<file path="src/rtl/ifetch_bridge_pkg.sv">
// Shared definitions for the instruction-fetch bridge: FSM encodings, bus widths
// and pipeline control constants.
package ifetch_bridge_pkg;

   localparam int STALL_BUS     = 4;
   localparam int INST_ADDR_BUS = 32;
   localparam int INST_BUS      = 32;

   localparam logic [2:0] IF_IDLE  = 3'd0;
   localparam logic [2:0] IF_ADDR  = 3'd1;
   localparam logic [2:0] IF_DATA  = 3'd2;
   localparam logic [2:0] IF_HOLD  = 3'd3;
   localparam logic [2:0] IF_DRAIN = 3'd4;

   localparam logic        NOSTOP    = 1'b0;
   localparam logic [31:0] ZERO_WORD = 32'h0000_0000;

endpackage

</file>
<file path="src/rtl/ifetch_bridge.sv">
// Converts the fetch stage's level-held request into one SRAM-like bus transaction
// at a time, and cancels in-flight fetches on a pipeline flush.
module ifetch_bridge
   import ifetch_bridge_pkg::*;
#(
   parameter int ADDR_W  = INST_ADDR_BUS,
   parameter int DATA_W  = INST_BUS,
   parameter int STALL_W = STALL_BUS
) (
   input  logic               cpu_clk_50M,
   input  logic               cpu_rst_n,
   input  logic               ice,
   input  logic [ADDR_W-1:0]  iaddr,
   input  logic               flush,
   input  logic [STALL_W-1:0] stall,
   output logic               if_data_ok,
   output logic [DATA_W-1:0]  inst,
   output logic               inst_req,
   output logic [ADDR_W-1:0]  inst_addr,
   input  logic               inst_addr_ok,
   input  logic               inst_data_ok,
   input  logic [DATA_W-1:0]  inst_rdata,
   output logic [2:0]         dbg_state_o
);

   logic [2:0]        state_q,  state_d;
   logic              cancel_q, cancel_d;
   logic [ADDR_W-1:0] addr_q,   addr_d;
   logic [DATA_W-1:0] inst_q,   inst_d;
   logic              valid_q,  valid_d;

   logic unused_stall_bits;
   assign unused_stall_bits = ^stall[STALL_W-1:1];

   always_comb begin
      state_d  = state_q;
      cancel_d = cancel_q;
      addr_d   = addr_q;
      inst_d   = inst_q;
      valid_d  = valid_q;
      case (state_q)
         IF_IDLE: begin
            if (ice && !flush) begin
               addr_d  = iaddr;
               state_d = IF_ADDR;
            end
         end
         // The request is never withdrawn before addr_ok; a flush seen while
         // waiting is remembered in cancel so the response gets drained.
         IF_ADDR: begin
            if (inst_addr_ok) begin
               state_d  = (flush || cancel_q) ? IF_DRAIN : IF_DATA;
               cancel_d = 1'b0;
            end else if (flush) begin
               cancel_d = 1'b1;
            end
         end
         IF_DATA: begin
            if (inst_data_ok) begin
               if (flush) begin
                  state_d = IF_IDLE;
               end else begin
                  inst_d  = inst_rdata;
                  valid_d = 1'b1;
                  state_d = IF_HOLD;
               end
            end else if (flush) begin
               state_d = IF_DRAIN;
            end
         end
         IF_HOLD: begin
            if (flush || (stall[0] == NOSTOP)) begin
               inst_d  = '0;
               valid_d = 1'b0;
               state_d = IF_IDLE;
            end
         end
         IF_DRAIN: begin
            if (inst_data_ok) begin
               state_d = IF_IDLE;
            end
         end
         default: begin
            state_d  = IF_IDLE;
            cancel_d = 1'b0;
            inst_d   = '0;
            valid_d  = 1'b0;
         end
      endcase
   end

   always_ff @(posedge cpu_clk_50M or negedge cpu_rst_n) begin
      if (!cpu_rst_n) begin
         state_q  <= IF_IDLE;
         cancel_q <= 1'b0;
         addr_q   <= '0;
         inst_q   <= '0;
         valid_q  <= 1'b0;
      end else begin
         state_q  <= state_d;
         cancel_q <= cancel_d;
         addr_q   <= addr_d;
         inst_q   <= inst_d;
         valid_q  <= valid_d;
      end
   end

   assign inst_req    = (state_q == IF_ADDR);
   assign inst_addr   = addr_q;
   assign inst        = inst_q;
   assign if_data_ok  = valid_q;
   assign dbg_state_o = state_q;

endmodule

</file>
<file path="config.mk">
export PLATFORM = sky130hd
export DESIGN_NAME = ifetch_bridge
export DESIGN_NICKNAME = d
export VERILOG_FILES = /design/src/rtl/ifetch_bridge_pkg.sv /design/src/rtl/ifetch_bridge.sv
export SDC_FILE = /design/constraint.sdc
export NUM_CORES = 1
export LEC_CHECK = 0
export BUFFER_PORTS_ARGS = -buffer_cell sky130_fd_sc_hd__clkbuf_2
export CORE_MARGIN = 4
export CORE_UTILIZATION = 25
export DETAILED_ROUTE_END_ITERATION = 10
export GPL_ROUTABILITY_DRIVEN = 0
export PLACE_DENSITY = 0.56
export SYNTH_ARGS = -nofsm -noshare
export SYNTH_HDL_FRONTEND = slang
export SYNTH_SLANG_ARGS = --single-unit
</file>
<file path="constraint.sdc">
create_clock -name cpu_clk_50M -period 2 [get_ports cpu_clk_50M]
set_input_delay 0.2 -clock cpu_clk_50M [delete_from_list [all_inputs] [get_ports cpu_clk_50M]]
set_output_delay 0.2 -clock cpu_clk_50M [all_outputs]
set_load 0.01 [all_outputs]
</file>
==> reports/metrics.cfg <==
[worst_setup_path]
critical_path.cell_chain=inv_1, buf_4, nor3_1, clkbuf_2
cp.depth=4
path_class=reg -> out
cp.required_ns=1.80
cp_top_family=flip-flops
critPathArrivalTime_ns=1.50
r2r_cells=4
startpoint_type=flip-flop
max_stage_delay_ns=0.47
crit_path_end_kind=output pin
critical_path.max_fanout=6
cp_slowest_cell=dfrtp_1
critPathBufInv=3

[clock_network]
htreeDepth=3
cts_tree=done
clock_sinks=69
cts.path.max_buffers=2
cts_setup_buffers=0
numCtsBuffers=9
clk_latency_ns=0.34
root_buffer=clkbuf_8
path_clk_slew_ns=0.08

[synthesis]
synth-warning-count=0
synthDistinctLibCells=28
syn_area_per_cell_um2=15.2
synth_area_leaders=dfrtp_1 (63%), mux2_2 (12%), a22o_1 (10%)
synth_top_area_share_pct=62.7
synthFlopType=dfrtp_1
synthTopCellsByCount=dfrtp_1 (69), a22o_1 (32), mux2_2 (30), buf_6 (7)
synth_most_common_cell=dfrtp_1
synth_edf_count=0
async_flop_share_pct=100
synth-seq-cells=69
synth_largest_area_cell=dfrtp_1
netlist_instances=181
synth_nets=255
synth_area_um2=2750
ys_seq_area_share_pct=62.7

[timing]
tns_ns=0
setup_viol=0
min_period_ns=1.70
maxSlewViolCount=0
final-hold-violation-count=0
fin_skew_ns=0.00711
relSlewSlack_pct=60.1
period_share_pct=84.9
fin_ws_ns=0.302
tightest_slew_ns=0.599
fmax_ghz=0.589
rsz0062_at_grt=no

[floorplanning]
core_um2=10800
die_area_um2=12800
num_rows=38
initial_core_util_pct=25.5
pin_count=143
dieWidth_um=113
chipHeight_um=113

[detailed_routing]
wl_per_cell_um=15.0
drtIter0Drc=76
drc=0
routed_wl_um=7090
ant_nets=0
dr.pass1.iters=4
vias=2044
via_per_inst=4.31

[grt]
met2_usage_pct=16.9
first_global_vias=2087
gr-usage-met3_pct=3.10
grt_use_met1_pct=14.1
grt_max_degree=70
gr-max-usage-layer=met2
grt-ovfl-total=0
grt_usage_pct=11.1
antenna_found_initial=0
grt_pass1_wl_um=10900

[run]
cap_violations=0

[pwr]
p_leak_uw=0.00197
power_density_nw_per_um2=1490
max-vdd-ir-drop_mv=0.408

[layout]
stdcell_count=474
diodes=0
fill_cells=1067
final_net_count=403
area_delta_synth_final_pct=40.8
drive_gt1_share_pct=59.9

[min_path]
hold_depth=2
hold_class=in -> reg

[place]
pre_cts_ws_ns=0.120
placed_cells=456
dp_hpwl_um=4850
placement.io_buffers=139

[run_status]
status=completed

-- where the power goes --
part,switching (uW),internal [uW],total (uW)
sequential,316,1980,2300
combinational,1130,1090,2220
clock,509,747,1260
total,1960,3810,5770
-- cell families (layout without fill, tap and decap cells) --
group | count (synthesis) | in the layout | synth area share [%]
buf+inv | 14 | 166 | 4.41
simple gates | 21 | 21 | 5.63
flops | 69 | 69 | 62.7
mux | 34 | 34 | 13.8
compound gates | 43 | 44 | 13.4
-- repair_timing --
| action | in CTS | in global routing |
|---|---|---|
| setup endpoints to repair | 0 | 18 |
| hold endpoints to repair | 69 | 0 |
| gates resized for setup | 0 | 1 |
| hold buffers | 1 | 0 |
-- final timing paths --
kind / start / end / slack, ns
worst max-delay path: dbg_state_o[0] / inst_req / 0.30
worst min-delay path: inst_rdata[26] / inst[26] / 0.07
worst max register to register: dbg_state_o[1] / inst_addr[9] / 0.33
worst min register to register: if_data_ok / if_data_ok / 0.48
max in group asynchronous: cpu_rst_n / dbg_state_o[2] / 1.29
min in group asynchronous: cpu_rst_n / inst[3] / 0.41
-- flip-flops by register name, indices dropped and copies added (netlist names) --
register	cells
inst_addr	32
inst	32
cancel_q	1
dbg_state_o	3
if_data_ok	1
-- worst reg2reg max path, cell delays in order, from the launching register on --
cell	delay [ns]
dfrtp_1	0.38
buf_4	0.21
nor4_4	0.33
buf_12	0.23
mux2_2	0.40
-- cell usage in the layout (no fill, tap or decap), drive strengths merged, types with 2 or more instances in the layout --
| master | n |
|---|---|
| a22o | 32 |
| buf | 9 |
| nand3b | 2 |
| nand2 | 2 |
| nor2 | 3 |
| mux2 | 32 |
| mux2i | 2 |
| dfrtp | 69 |
| clkbuf | 152 |
| a21oi | 4 |
| inv | 2 |
| nor3 | 3 |
| o21ai | 2 |
| nand2b | 4 |
| a31oi | 2 |
| nor4 | 2 |
| nor4b | 3 |
| o21bai | 2 |
-- per-stage QoR --
| stage | power (uW) | area (um2) | hold WS, ns | utilization, % |
|---|---|---|---|---|
| after floorplan | 3610 | 2750 | -0.0956 | - |
| after global placement | 4470 | 3610 | 0.253 | 33.5 |
| after detailed placement | 4540 | 3610 | 0.263 | 33.5 |
| after CTS | 5840 | 3850 | 0.0441 | 35.7 |
| after global routing | 6200 | 3880 | 0.0520 | 35.9 |
| final | 5770 | 3880 | 0.0710 | 35.9 |
-- cell type report --
type                            count  area [um2]  share of cell area [%]
Inverter                            2        7.51                   0.194
Clock inverter                      2        37.5                   0.968
Multi-Input combinational cell     99         933                    24.1
Tap cell                          140         175                    4.52
Sequential cell                    69        1730                    44.5
Clock buffer                       14         193                    4.97
Timing Repair Buffer              148         803                    20.7
-- layer usage --
layer / part of all wire [%] / vias to the layer above
met2: 47 / 67
met5: 0 / -
met4: 2.4 / 0
met3: 5.9 / 13
li1: - / 976
met1: 44 / 988
(Power assumes the default switching activity.)
